## src/rtl/afe_spi_pkg.sv

```systemverilog
// Shared types and default timing for the AFE attenuator SPI arbiter.
// Owner encoding doubles as the "last grant" flag.
package afe_spi_pkg;

  typedef enum logic [2:0] {
    IDLE,
    SETUP,
    SHIFT_HI,
    SHIFT_LO,
    LATCH,
    GAP
  } spi_state_e;

  typedef enum logic {
    OWNER_CPU  = 1'b0,
    OWNER_AUTO = 1'b1
  } owner_e;

  localparam int unsigned DEF_NUM_AFE     = 2;
  localparam int unsigned DEF_DATA_WIDTH  = 16;
  localparam int unsigned DEF_HALF_PERIOD = 25;
  localparam int unsigned DEF_LE_HALVES   = 2;

  function automatic int unsigned xfer_cycles(
    input int unsigned dw,
    input int unsigned hp,
    input int unsigned le
  );
    return (2 + 2 * dw + le) * hp;
  endfunction

endpackage

```

## src/rtl/afe_spi_shifter.sv

```systemverilog
// Single-lane SPI serialiser: half-period ticker, MSB-first shifter,
// latch-enable pulse and trailing gap.
module afe_spi_shifter
  import afe_spi_pkg::*;
#(
  parameter int unsigned DATA_WIDTH  = DEF_DATA_WIDTH,
  parameter int unsigned HALF_PERIOD = DEF_HALF_PERIOD,
  parameter int unsigned LE_HALVES   = DEF_LE_HALVES
) (
  input  logic                  clk,
  input  logic                  rst_n,
  input  logic                  start,
  input  logic [DATA_WIDTH-1:0] data,
  output logic                  busy,
  output logic                  done,
  output logic                  sclk,
  output logic                  sdi,
  output logic                  le
);

  localparam int unsigned CW =
    (HALF_PERIOD > 1) ? $clog2(HALF_PERIOD) : 1;
  localparam int unsigned BW = $clog2(DATA_WIDTH + 1);
  localparam int unsigned LW = $clog2(LE_HALVES + 1);

  spi_state_e            state_q, state_d;
  logic [CW-1:0]         cnt_q;
  logic [BW-1:0]         bit_q;
  logic [LW-1:0]         le_q;
  logic [DATA_WIDTH-1:0] sreg_q;
  logic                  tick;

  assign tick = (cnt_q == CW'(HALF_PERIOD - 1));

  always_ff @(posedge clk or negedge rst_n) begin
    if (!rst_n) begin
      state_q <= IDLE;
    end else begin
      state_q <= state_d;
    end
  end

  always_comb begin
    state_d = state_q;
    unique case (state_q)
      IDLE:     if (start) state_d = SETUP;
      SETUP:    if (tick) state_d = SHIFT_HI;
      SHIFT_HI: if (tick) state_d = SHIFT_LO;
      SHIFT_LO:
        if (tick)
          state_d = (bit_q == BW'(DATA_WIDTH)) ? LATCH : SHIFT_HI;
      LATCH:
        if (tick && le_q == LW'(LE_HALVES - 1)) state_d = GAP;
      GAP:      if (tick) state_d = IDLE;
      default:  state_d = IDLE;
    endcase
  end

  // Counter is cleared on every tick, so each state entry restarts it.
  always_ff @(posedge clk or negedge rst_n) begin
    if (!rst_n) begin
      cnt_q  <= '0;
      bit_q  <= '0;
      le_q   <= '0;
      sreg_q <= '0;
    end else begin
      cnt_q <= (state_q == IDLE || tick) ? '0 : cnt_q + CW'(1);
      if (state_q == IDLE && start) begin
        sreg_q <= data;
        bit_q  <= '0;
        le_q   <= '0;
      end
      if (state_q == SHIFT_HI && tick) begin
        sreg_q <= sreg_q << 1;
        bit_q  <= bit_q + BW'(1);
      end
      if (state_q == LATCH && tick) begin
        le_q <= le_q + LW'(1);
      end
    end
  end

  always_comb begin
    busy = (state_q != IDLE);
    done = (state_q == GAP) && tick;
    sclk = (state_q == SHIFT_HI);
    le   = (state_q == LATCH);
    sdi  = 1'b0;
    unique case (1'b1)
      (state_q == SETUP),
      (state_q == SHIFT_HI),
      (state_q == SHIFT_LO): sdi = sreg_q[DATA_WIDTH-1];
      default:               sdi = 1'b0;
    endcase
  end

endmodule

```

## src/rtl/afe_spi_arbiter.sv

```systemverilog
// Round-robin arbiter between CPU writes and auto-gain for the
// per-AFE attenuator SPI lanes; one shared shifter is demuxed per lane.
module afe_spi_arbiter
  import afe_spi_pkg::*;
#(
  parameter int unsigned NUM_AFE     = DEF_NUM_AFE,
  parameter int unsigned SEL_WIDTH   = 1,
  parameter int unsigned DATA_WIDTH  = DEF_DATA_WIDTH,
  parameter int unsigned HALF_PERIOD = DEF_HALF_PERIOD,
  parameter int unsigned LE_HALVES   = DEF_LE_HALVES
) (
  input  logic                  sysClk,
  input  logic                  sysRst_n,
  input  logic                  cpuWrStrobe,
  input  logic [SEL_WIDTH-1:0]  cpuAfeSel,
  input  logic [DATA_WIDTH-1:0] cpuData,
  output logic                  cpuBusy,
  input  logic                  autoReq,
  input  logic [SEL_WIDTH-1:0]  autoAfeSel,
  input  logic [DATA_WIDTH-1:0] autoData,
  output logic                  autoGnt,
  output logic                  autoDone,
  output logic                  lastGrantAuto,
  output logic                  selErr,
  output logic [NUM_AFE-1:0]    AFE_SPI_CLK,
  output logic [NUM_AFE-1:0]    AFE_SPI_SDI,
  output logic [NUM_AFE-1:0]    AFE_SPI_LE
);

  logic                  cpu_pend_q;
  logic [SEL_WIDTH-1:0]  cpu_sel_q;
  logic [DATA_WIDTH-1:0] cpu_data_q;
  owner_e                owner_q;
  logic [SEL_WIDTH-1:0]  sel_q;
  logic                  sel_err_q;
  logic                  auto_gnt_q;
  logic                  auto_err_q;
  logic                  auto_done_q;

  logic                  busy, done, sclk, sdi, le;
  logic                  cpu_req, auto_req;
  logic [SEL_WIDTH-1:0]  cpu_sel, gnt_sel;
  logic [DATA_WIDTH-1:0] cpu_data, gnt_data;
  logic                  gnt_cpu, gnt_auto, gnt_any, gnt_bad, start;

  // A fresh strobe competes in its own cycle and carries the newest word.
  assign cpu_req  = cpu_pend_q | cpuWrStrobe;
  assign cpu_sel  = cpuWrStrobe ? cpuAfeSel : cpu_sel_q;
  assign cpu_data = cpuWrStrobe ? cpuData : cpu_data_q;
  // Requester still holds autoReq while it sees autoGnt; ignore it then.
  assign auto_req = autoReq & ~auto_gnt_q;

  assign gnt_cpu  = ~busy & cpu_req &
                    (~auto_req | (owner_q == OWNER_AUTO));
  assign gnt_auto = ~busy & auto_req &
                    (~cpu_req | (owner_q == OWNER_CPU));
  assign gnt_any  = gnt_cpu | gnt_auto;
  assign gnt_sel  = gnt_auto ? autoAfeSel : cpu_sel;
  assign gnt_data = gnt_auto ? autoData : cpu_data;
  assign gnt_bad  = gnt_any & (32'(gnt_sel) >= NUM_AFE);
  assign start    = gnt_any & ~gnt_bad;

  always_ff @(posedge sysClk or negedge sysRst_n) begin
    if (!sysRst_n) begin
      cpu_pend_q  <= 1'b0;
      cpu_sel_q   <= '0;
      cpu_data_q  <= '0;
      owner_q     <= OWNER_AUTO;
      sel_q       <= '0;
      sel_err_q   <= 1'b0;
      auto_gnt_q  <= 1'b0;
      auto_err_q  <= 1'b0;
      auto_done_q <= 1'b0;
    end else begin
      if (cpuWrStrobe && !gnt_cpu) begin
        cpu_pend_q <= 1'b1;
        cpu_sel_q  <= cpuAfeSel;
        cpu_data_q <= cpuData;
      end else if (gnt_cpu) begin
        cpu_pend_q <= 1'b0;
      end
      if (gnt_any) owner_q <= gnt_auto ? OWNER_AUTO : OWNER_CPU;
      if (start) sel_q <= gnt_sel;
      if (gnt_bad) sel_err_q <= 1'b1;
      else if (cpuWrStrobe) sel_err_q <= 1'b0;
      auto_gnt_q  <= gnt_auto;
      auto_err_q  <= gnt_auto & gnt_bad;
      auto_done_q <= (done & (owner_q == OWNER_AUTO)) | auto_err_q;
    end
  end

  afe_spi_shifter #(
    .DATA_WIDTH  (DATA_WIDTH),
    .HALF_PERIOD (HALF_PERIOD),
    .LE_HALVES   (LE_HALVES)
  ) u_shifter (
    .clk   (sysClk),
    .rst_n (sysRst_n),
    .start (start),
    .data  (gnt_data),
    .busy  (busy),
    .done  (done),
    .sclk  (sclk),
    .sdi   (sdi),
    .le    (le)
  );

  always_comb begin
    AFE_SPI_CLK = '0;
    AFE_SPI_SDI = '0;
    AFE_SPI_LE  = '0;
    for (int i = 0; i < NUM_AFE; i++) begin
      if (sel_q == SEL_WIDTH'(i)) begin
        AFE_SPI_CLK[i] = sclk;
        AFE_SPI_SDI[i] = sdi;
        AFE_SPI_LE[i]  = le;
      end
    end
  end

  assign cpuBusy       = cpu_pend_q | (busy & (owner_q == OWNER_CPU));
  assign autoGnt       = auto_gnt_q;
  assign autoDone      = auto_done_q;
  assign lastGrantAuto = (owner_q == OWNER_AUTO);
  assign selErr        = sel_err_q;

endmodule

```

## config.mk

```make
export PLATFORM = sky130hd
export DESIGN_NAME = afe_spi_arbiter
export DESIGN_NICKNAME = d
export VERILOG_FILES = /design/src/rtl/afe_spi_pkg.sv /design/src/rtl/afe_spi_shifter.sv /design/src/rtl/afe_spi_arbiter.sv
export SDC_FILE = /design/constraint.sdc
export NUM_CORES = 1
export LEC_CHECK = 0
export CORE_ASPECT_RATIO = 0.9
export CORE_MARGIN = 4
export CORE_UTILIZATION = 40
export DETAILED_ROUTE_END_ITERATION = 6
export PLACE_DENSITY = 0.66
export SETUP_SLACK_MARGIN = 0.5
export SYNTH_ARGS = -nofsm -noshare
export SYNTH_HDL_FRONTEND = slang
export SYNTH_SLANG_ARGS = --single-unit
```

## constraint.sdc

```tcl
create_clock -name sysClk -period 2.2 [get_ports sysClk]
set_input_delay 0.55 -clock sysClk [delete_from_list [all_inputs] [get_ports sysClk]]
set_output_delay 0.55 -clock sysClk [all_outputs]
set_load 0.01 [all_outputs]
```

-- Word level (Yosys, flattened, before mapping)
Cells that the tools add are included.
- register bits: 53
- input bits: 38
- add/subtract/negate cells: 3
- mux-type cells: 29
- reductions and logical operators: 15
- bitwise operators: 17
- equal/unequal tests: 14
- operators by type and width (cell ; count):
    $mux W16 ; 4
    $mux W3 ; 7
    $pmux W3 S6 ; 1
    $mux W5 ; 3
    $mux W1 ; 12
    $ne A2 B1 Y1 const B ; 6
    $add A5 B1 Y5 const B ; 2
    $eq A5 B5 Y1 const B ; 2
    $and A1 B1 Y1 ; 7
    $eq A3 B2 Y1 const B ; 2
    $eq A3 B3 Y1 const B ; 2
    $logic_and A1 B1 Y1 ; 6
    $reduce_and A6 Y1 ; 1
    $reduce_bool A2 Y1 ; 3
    $not A1 Y1 ; 5
    $or A1 B1 Y1 ; 5
    $mux W2 ; 2
    $eq A3 B1 Y1 const B ; 1
    $logic_not A3 Y1 ; 1
    $reduce_bool A3 Y1 ; 1
    $reduce_or A3 Y1 ; 1
    $add A2 B1 Y2 const B ; 1
    $eq A2 B1 Y1 const B ; 1
    $logic_not A1 Y1 ; 1
    $logic_or A1 B1 Y1 ; 1

-- Logic depth before layout (Yosys ltp)
Gate-level depths: netlist of run 1.
- word-level depth: 9
- gate-level depth with buffers: 9
- gate-level depth less buffers: 6

-- Hierarchy
Synthesis of run 1 repeated with hierarchy kept, for this count alone.
- cell total of the unflattened synthesis: 256
- area total of the unflattened synthesis: 2931.6 um2
- by module, submodules not included (module ; times used ; area an instance (um2) ; cells each):
    afe_spi_shifter ; 1 ; 1554.0 ; 149
    afe_spi_arbiter ; 1 ; 1377.6 ; 107

-- Least setup slack after synthesis of run 1
Ideal clock, no wire load.
- path type: register -> register
- start: register u_shifter.cnt_q[0]
- end: register u_shifter.sreg_q[10]
- arrival: 1728 ps
- setup slack: 346 ps
- buffers on the path: 3
- library setup time: 126 ps
- stages on the path, launching flop included: 9
- clock period less this slack: 1854 ps
- path through: dfrtp_1 > inv_1 > ha_1 > and4b_1 > buf_2 > and3_1 > buf_4 > buf_2 > a221o_1
- word-level cells in the longest chain between the ends: 3
- elaborated cells between the ends (all ways): 4
- those cells by class: eq/ne (1); mux (1); reduce/logical (2)
- RTL lines (item ; RTL line ; RTL):
    start: declaration ; afe_spi_shifter.sv:27 ; logic [CW-1:0] cnt_q;
    start signal: assignment ; afe_spi_shifter.sv:67 ; cnt_q <= (state_q == IDLE || tick) ? '0 : cnt_q + CW'(1);
    $eq A5 B5 Y1 * ; afe_spi_shifter.sv:33 ; assign tick = (cnt_q == CW'(HALF_PERIOD - 1));
    $logic_and A1 B1 Y1 * ; afe_spi_shifter.sv:73 ; if (state_q == SHIFT_HI && tick) begin
    $mux W16 / $reduce_bool A2 Y1 (equally long branches) ; - ;
    end signal: assignment ; afe_spi_shifter.sv:69 ; sreg_q <= data;
    end signal: assignment ; afe_spi_shifter.sv:74 ; sreg_q <= sreg_q << 1;
    end: declaration ; afe_spi_shifter.sv:30 ; logic [DATA_WIDTH-1:0] sreg_q;
Mark *: on every way between the ends. The rest lies on a longest branch, timed or not.
A chain may end at the register's enable or synchronous reset.

-- Worst setup path in the final report of run 1
- start: register u_shifter.state_q[2]
- end: register cpu_data_q[6]
- word-level cells in the longest chain between the ends: 6
- RTL lines (item ; RTL line ; RTL):
    start: declaration ; afe_spi_shifter.sv:26 ; spi_state_e state_q, state_d;
    start signal: assignment ; afe_spi_shifter.sv:39 ; state_q <= state_d;
    $reduce_bool A3 Y1 ; afe_spi_shifter.sv:84 ; busy = (state_q != IDLE);
    $not A1 Y1 ; afe_spi_arbiter.sv:53 ; assign gnt_cpu = ~busy & cpu_req &
    $and A1 B1 Y1 (2 in a row) ; afe_spi_arbiter.sv:53 ;
    $logic_not A1 Y1 ; afe_spi_arbiter.sv:75 ; if (cpuWrStrobe && !gnt_cpu) begin
    $logic_and A1 B1 Y1 ; afe_spi_arbiter.sv:75 ;
    end signal: assignment ; afe_spi_arbiter.sv:78 ; cpu_data_q <= cpuData;
    end: declaration ; afe_spi_arbiter.sv:32 ; logic [DATA_WIDTH-1:0] cpu_data_q;
No other way between the ends.

==> results of run 1 <==
[cell usage in the layout, fill, tap and decap left out, types with 3 or more instances in the layout]
cell,synthesis,routed
sky130_fd_sc_hd__mux2i_1,4,4
sky130_fd_sc_hd__nand2b_1,3,3
sky130_fd_sc_hd__a221o_1,12,12
sky130_fd_sc_hd__buf_6,2,13
sky130_fd_sc_hd__mux2_2,18,18
sky130_fd_sc_hd__dlygate4sd2_1,0,4
sky130_fd_sc_hd__nand2_1,15,13
sky130_fd_sc_hd__o21ai_0,13,13
sky130_fd_sc_hd__o221a_2,4,4
sky130_fd_sc_hd__clkbuf_8,0,5
sky130_fd_sc_hd__clkdlybuf4s50_1,0,34
sky130_fd_sc_hd__a2111oi_2,0,3
sky130_fd_sc_hd__dfrtp_1,52,50
sky130_fd_sc_hd__inv_1,5,5
sky130_fd_sc_hd__a21oi_1,18,17
sky130_fd_sc_hd__nor2_1,11,6
sky130_fd_sc_hd__buf_4,2,30
sky130_fd_sc_hd__nor3_1,6,5
sky130_fd_sc_hd__and3_1,5,3
sky130_fd_sc_hd__buf_12,1,4
sky130_fd_sc_hd__a31oi_1,3,3
sky130_fd_sc_hd__nor2b_1,5,5
sky130_fd_sc_hd__ha_1,5,4
sky130_fd_sc_hd__nor2_2,0,3
sky130_fd_sc_hd__mux2_4,10,10
sky130_fd_sc_hd__buf_2,6,7
sky130_fd_sc_hd__a22o_1,3,3
sky130_fd_sc_hd__nand3_1,26,24
[what timing repair did]
action	CTS	global route
buffers inserted	16	2
resized for setup	59	24
endpoints found under the setup margin	55	54
pin swaps	5	6
gates cloned	1	2
[worst reg2reg max path: stages, from the launching register on]
cell,delay (ps)
sky130_fd_sc_hd__dfrtp_2,460
sky130_fd_sc_hd__buf_6,140
sky130_fd_sc_hd__buf_4,150
sky130_fd_sc_hd__or3_4,350
sky130_fd_sc_hd__o21ai_4,150
sky130_fd_sc_hd__buf_12,190
sky130_fd_sc_hd__mux2_2,360
[where the power goes]
part	switching [mW]	total, mW	internal, mW
clock	0.324	0.661	0.337
combinational	0.125	0.320	0.195
sequential	0.0297	1.05	1.02
[layer usage]
metal | up-vias | wire (um)
met3 | 4 | 310
met2 | 61 | 3880
met4 | 0 | 33
li1 | 1170 | -
met5 | - | 0
met1 | 1240 | 3620
[final cells by class]
type,instances,area share
Multi-Input combinational cell,193,0.386
Inverter,5,0.00459
Sequential cell,53,0.325
Clock inverter,2,0.00949
Tap cell,93,0.0285
Clock buffer,5,0.0168
Timing Repair Buffer,96,0.229
[flip-flops by register name, summed over array words and instances (netlist names)]
register,cells
cpu_data_q,16
u_shifter.sreg_q,16
u_shifter.bit_q,5
u_shifter.cnt_q,5
u_shifter.state_q,3
u_shifter.le_q,2
autoDone,1
autoGnt,1
cpu_pend_q,1
cpu_sel_q,1
lastGrantAuto,1
sel_q,1
[per-stage QoR]
stage | worst slack (ps) | instances | hold WS [ps]
detailed placement | -181 | 419 | 468
CTS | 289 | 443 | 230
floorplan | 392 | 269 | 254
global route | 199 | 447 | 224
finish | 282 | 447 | 216
global placement | -168 | 419 | 452
[path summary, 6_finish.rpt]
check	end	slack (ps)	cells after the start
max	cpu_data_q[6]	280	6
max reg2reg	cpu_data_q[6]	280	6
max in group asynchronous	lastGrantAuto	1690	2
min	cpu_data_q[4]	220	2
min in group sysClk	u_shifter.bit_q[4]	490	1
min reg2reg	u_shifter.bit_q[4]	490	1
[kinds of logic after synthesis]
logic type / after synthesis
flip-flops: 53
AO/OA/AOI/OAI: 65
buffers and inverters: 24
other: 1
AND/OR/NAND/NOR: 86
multiplexers: 32
adder cells (fa/ha/maj): 5
XOR/XNOR: 3
==> summary.md, run 1 <==
| Metric | Value |
|---|---|
| Commonest register cell after synthesis | `sky130_fd_sc_hd__dfrtp_1` |
| Clock tree from TritonCTS | `yes` |
| Critical path launch point type | `flop` |
| Drt first-iter violations | `between 150 and 200` |
| Routing usage on met1 | `0.255` |
| Global routing's busiest layer | `met2` |
| Height of the die | `about 89 um` |
| Worst Hold Class | `in2async` |
| Input/output buffers | `47` |
| Clock transition at the registers of the reported paths | `roughly 100 ps` |
| Dominant combinational cell family by area after synthesis | `compound AO/OA/AOI/OAI gates` |
| Sequential cell area | `between 1000 and 1500 um2` |
| Fin. max-slew vios | `0` |
| Post-synthesis async set-or-reset flop share | `1.00` |
| Syn Std Cell Area | `about 2900 um2` |
| Effective utilization at floorplan | `0.409` |
| Clock Latency Late Sink | `around 300 ps` |
| Area added between synthesis and finish | `42.0%` |
| Cells along the critical path | `buf_6 > buf_4 > or3_4 > o21ai_4 > buf_12 > mux2_2` |
| Total negative slack for setup checks | `0 ps` |
| Net count reported at finish | `slightly below 400` |
| Number of vias per cell after detailed routing | `~5.5` |
| Beginning of the worst register-to-register path | `u_shifter.state_q[2]` |
| Fillcell total | `just under 600` |
| Master of the slowest instance on the critical path | `sky130_fd_sc_hd__dfrtp_2` |
| Number of library cell types mapped by synthesis | `50` |
| Post-synth top area share | `0.452` |
| Share of cells above drive strength 1 | `0.364` |
| Die Footprint | `approximately 8600 um2` |
| Post-synth EDFFs | `0` |
| Synth Area in XOR/XNOR | `0.00912` |
| Ys Warns | `0` |
| Core Rows | `29` |
| Peak VDD IR | `0.000312 V` |
| Critical Path Fanout Max | `17` |
| Simple-gate portion of the synthesized area | `0.161` |
| Number of hold buffers added after cts | `0` |
| CP Launch Point | `u_shifter.state_q[2]` |
| Final routed wirelength across all metal layers | `7840 um` |
| Final design instance area without fill | `approximately 4000 um2` |
| Total power density per cell area | `between 400 and 500 nW/um2` |
| Vias in the first global route | `between 2000 and 2500` |
| Net count after synthesis | `312` |
| RSZ-0062 raised after global routing | `yes` |
| Critical path class | `reg2reg` |
| GRT Util Overall | `0.184` |
| CTS sink count | `between 50 and 60` |
| Maximum clock frequency | `approximately 520 MHz` |
| Half-perimeter wire length after detailed placement | `roughly 5200 um` |
| Run status | `completed` |
| Pin count of the biggest net entering global routing | `54` |
| Family of cells with the greatest summed delay on the critical path | `buffers and inverters` |
| Std-Cell Core Area | `7040 um2` |
| Synth top area cells | `sky130_fd_sc_hd__dfrtp_1 (45%), sky130_fd_sc_hd__mux2_2 (7.0%), sky130_fd_sc_hd__mux2_4 (5.2%)` |
| Max-capacitance violation count | `0` |
| Final Critical Period | `around 1900 ps` |
| Number of flip-flops and latches in the synthesized netlist | `53` |
| Fin Clk Skew | `between 6 and 7 ps` |
| Post-layout power | `2.03 mW` |
| Area occupied by multi-input gates | `between 1500 and 2000 um2` |
| Most frequent cell after synthesis | `sky130_fd_sc_hd__dfrtp_1` |
| Cell leakage power | `1.81 nW` |
| First-pass DRT Iterations | `5` |
| Synth cell count leaders | `sky130_fd_sc_hd__dfrtp_1 (52), sky130_fd_sc_hd__nand3_1 (26), sky130_fd_sc_hd__a21oi_1 (18), sky130_fd_sc_hd__mux2_2 (18), sky130_fd_sc_hd__nand2_1 (15)` |
| TritonCTS buffer count | `5` |
| IO Pins | `between 40 and 50` |
| WP data required | `between 2000 and 2500 ps` |
| Clock tree root buffer cell | `sky130_fd_sc_hd__clkbuf_8` |
| H-tree depth | `2` |
| CTS Buffer Depth | `2` |
| Layout Utilization | `0.581` |
| Post-synthesis average cell area | `around 11 um2` |
| Antenna Cells | `0` |
| GR met3 Demand/Resource | `0.0268` |
| Chip Width | `around 97 um` |
| Share of the yosys chip area belonging to registers | `0.461` |
| Instance area after placement | `between 3000 and 4000 um2` |
| Final worst path period share | `0.872` |
| Global routing usage on met2 | `0.312` |
| Detail-routed net length per standard cell | `roughly 18 um` |
| DR DRC count | `0` |
| Number of antenna violations at the first check in global routing | `0` |
| First-pass GRT wire length | `between 10000 and 15000 um` |
| Number of instances in the synthesized netlist | `around 270` |
| Number of buffer and inverter stages on the critical path | `3` |
| Hold Vio Cnt, Final | `0` |
| Total setup violations reported at the end of the flow | `0` |
| Delay of the slowest critical-path stage | `around 460 ps` |
| Kind of end point of the critical path | `flop` |
| Synthesized-area fraction occupied by ao, oa, aoi and oai cells | `0.162` |
| Routability Congestion | `about 0.83` |
| Synth Area in Adders | `0.0217` |
| Remaining antenna violation count | `0` |
| CP arrival | `~2100 ps` |
| Total global routing overflow | `0` |
| Mux contribution to synthesized area | `0.136` |
| Overall via count from detail_route | `around 2500` |
| Cell type contributing the most total cell area after synthesis | `sky130_fd_sc_hd__dfrtp_1` |
No activity file was read; power rests on OpenSTA's default activity.
==> inputs of run 2 (changes only) <==
- MAX_ROUTING_LAYER: not set -> met4
==> summary.md, run 2 (synthesis results as in run 1) <==
| Metric | Value |
|---|---|
| Run status | `completed` |
| Clock transition at the registers of the reported paths | `100 ps` |
| Remaining antenna violation count | `0` |
| Fillcell total | `between 500 and 600` |
| Number of antenna violations at the first check in global routing | `0` |
| WP data required | `about 2400 ps` |
| Height of the die | `roughly 89 um` |
| Core Rows | `29` |
| CTS sink count | `53` |
| Total global routing overflow | `0` |
| Logic pwr share | `0.158` |
| Fin. max-slew vios | `0` |
| Number of vias per cell after detailed routing | `5.53` |
| Critical Path Fanout Max | `17` |
| Cells along the critical path | `buf_6 > buf_4 > or3_4 > o21ai_4 > buf_12 > mux2_2` |
| CP arrival | `2120 ps` |
| Kind of end point of the critical path | `flop` |
| RSZ-0062 raised after global routing | `yes` |
| Switching power share of the total | `0.234` |
| Detail-routed net length per standard cell | `between 15 and 20 um` |
| Net Switching | `~0.48 mW` |
| Vias in the first global route | `2440` |
| Layout Utilization | `0.581` |
| Std-Cell Core Area | `about 7000 um2` |
| Clock tree root buffer cell | `sky130_fd_sc_hd__clkbuf_8` |
| Sequential fraction of design power | `0.518` |
| Number of hold buffers added after cts | `0` |
| First-pass GRT wire length | `12900 um` |
| Worst Hold Class | `in2async` |
| Area added between synthesis and finish | `42.0%` |
| Maximum clock frequency | `521 MHz` |
| TritonCTS buffer count | `5` |
| Post-layout power | `~2 mW` |
| Worst slack at placement | `-181 ps` |
| Half-perimeter wire length after detailed placement | `between 5000 and 6000 um` |
| CTS Buffer Depth | `2` |
| IO Pins | `49` |
| Total setup violations reported at the end of the flow | `0` |
| Chip Width | `approximately 97 um` |
| Delay of the slowest critical-path stage | `approximately 470 ps` |
| Overall via count from detail_route | `2471` |
| Routability Congestion | `approximately 0.85` |
| Cell leakage power | `roughly 1.8 nW` |
| Critical path class | `reg2reg` |
| Most common library cell in the layout ignoring fill and taps | `sky130_fd_sc_hd__dfrtp_1` |
| Clock tree from TritonCTS | `yes` |
| Peak VDD IR | `~0.00031 V` |
| H-tree depth | `2` |
| Fin Clk Skew | `~5.5 ps` |
| Critical path launch point type | `flop` |
| Drt first-iter violations | `approximately 170` |
| PnR worst setup slack | `279 ps` |
| GRT Util Overall | `0.190` |
| DR DRC count | `0` |
| Input/output buffers | `47` |
| Share of cells above drive strength 1 | `0.364` |
| First-pass DRT Iterations | `5` |
| Hold Vio Cnt, Final | `0` |
| Final routed wirelength across all metal layers | `7870 um` |
| Total power density per cell area | `a little under 500 nW/um2` |
| Final Critical Period | `just under 2000 ps` |
| Master of the slowest instance on the critical path | `sky130_fd_sc_hd__dfrtp_2` |
| Clock network fraction of total power | `0.325` |
| Final worst path period share | `0.873` |
| Internal power | `~1.6 mW` |
| Antenna Cells | `0` |
| Clock Latency Late Sink | `about 300 ps` |
| Largest registers in the final layout | `cpu_data_q (16), u_shifter.sreg_q (16)` |
| Effective utilization at floorplan | `0.409` |
| Pin count of the biggest net entering global routing | `54` |
| Die Footprint | `around 8600 um2` |
| Net count reported at finish | `around 400` |
| Commonest non-fill, non-tap cells in the layout | `sky130_fd_sc_hd__dfrtp_1 (50), sky130_fd_sc_hd__clkdlybuf4s50_1 (34), sky130_fd_sc_hd__buf_4 (30)` |
| Max-capacitance violation count | `0` |
## run 2: cell counts in the layout (fill, tap and decap cells not counted)
Identical to the previous run, type by type.
## run 2: layer usage
metal / share of wire / GRT usage / routed length, um
met1: 0.46 / 0.253 / 3660
met2: 0.48 / 0.312 / 3790
met3: 0.043 / 0.0323 / 337
met4: 0.010 / 0.0327 / 82
met5: 0 / - / 0
## run 2: path summary, 6_finish.rpt
check                      slack [ps]                 end  cells after the start                  from
setup reg to reg                  280       cpu_data_q[6]                      6  u_shifter.state_q[2]
setup / recovery                  280       cpu_data_q[6]                      6  u_shifter.state_q[2]
hold / removal                    220       cpu_data_q[4]                      2              sysRst_n
hold reg to reg                   490  u_shifter.bit_q[4]                      1    u_shifter.bit_q[4]
max in group asynchronous        1690       lastGrantAuto                      2              sysRst_n
min in group sysClk               490  u_shifter.bit_q[4]                      1    u_shifter.bit_q[4]
## run 2: critical path, delay by kind of cell (launching register included)
family | cells | cell delay, ps
flip-flops | 1 | 470
AO/OA/AOI/OAI | 1 | 150
buffers and inverters | 3 | 480
AND/OR/NAND/NOR | 1 | 350
multiplexers | 1 | 350
## run 2: area by class of cell
cell class                 instances  area (um2)  share of cell area
sequential                        53        1330               0.325
multi-input combinational        193        1580               0.386
timing repair buffer              96         937               0.229
clock inverter                     2        38.8             0.00949
inverter                           5        18.8             0.00459
tap                               93         116              0.0285
clock buffer                       5        68.8              0.0168
## run 2: repair_timing
item                       4_1_cts  5_1_grt
setup endpoints to repair       55       54
gates resized for setup         59       25
pin swaps                        5        6
gates cloned                     1        2
setup buffers                   16        2
## run 2: per-stage QoR
step	hold slack (ps)	instance area (um2)	TNS [ps]	cells
after floorplan	254	2940	0	269
after global placement	452	3630	-3620	419
after detailed placement	468	3630	-5000	419
after CTS	230	3930	0	443
after global routing	221	4090	0	447
final	218	4090	0	447
## run 2: power groups by stage
stage          Clock [mW]  Combinational (mW)  Sequential, mW
2_1_floorplan           0               0.152            1.06
3_3_place_gp            0               0.298            1.07
3_5_place_dp            0               0.302            1.07
4_1_cts             0.676               0.309            1.05
5_1_grt             0.726               0.345            1.06
6_report            0.659               0.320            1.05
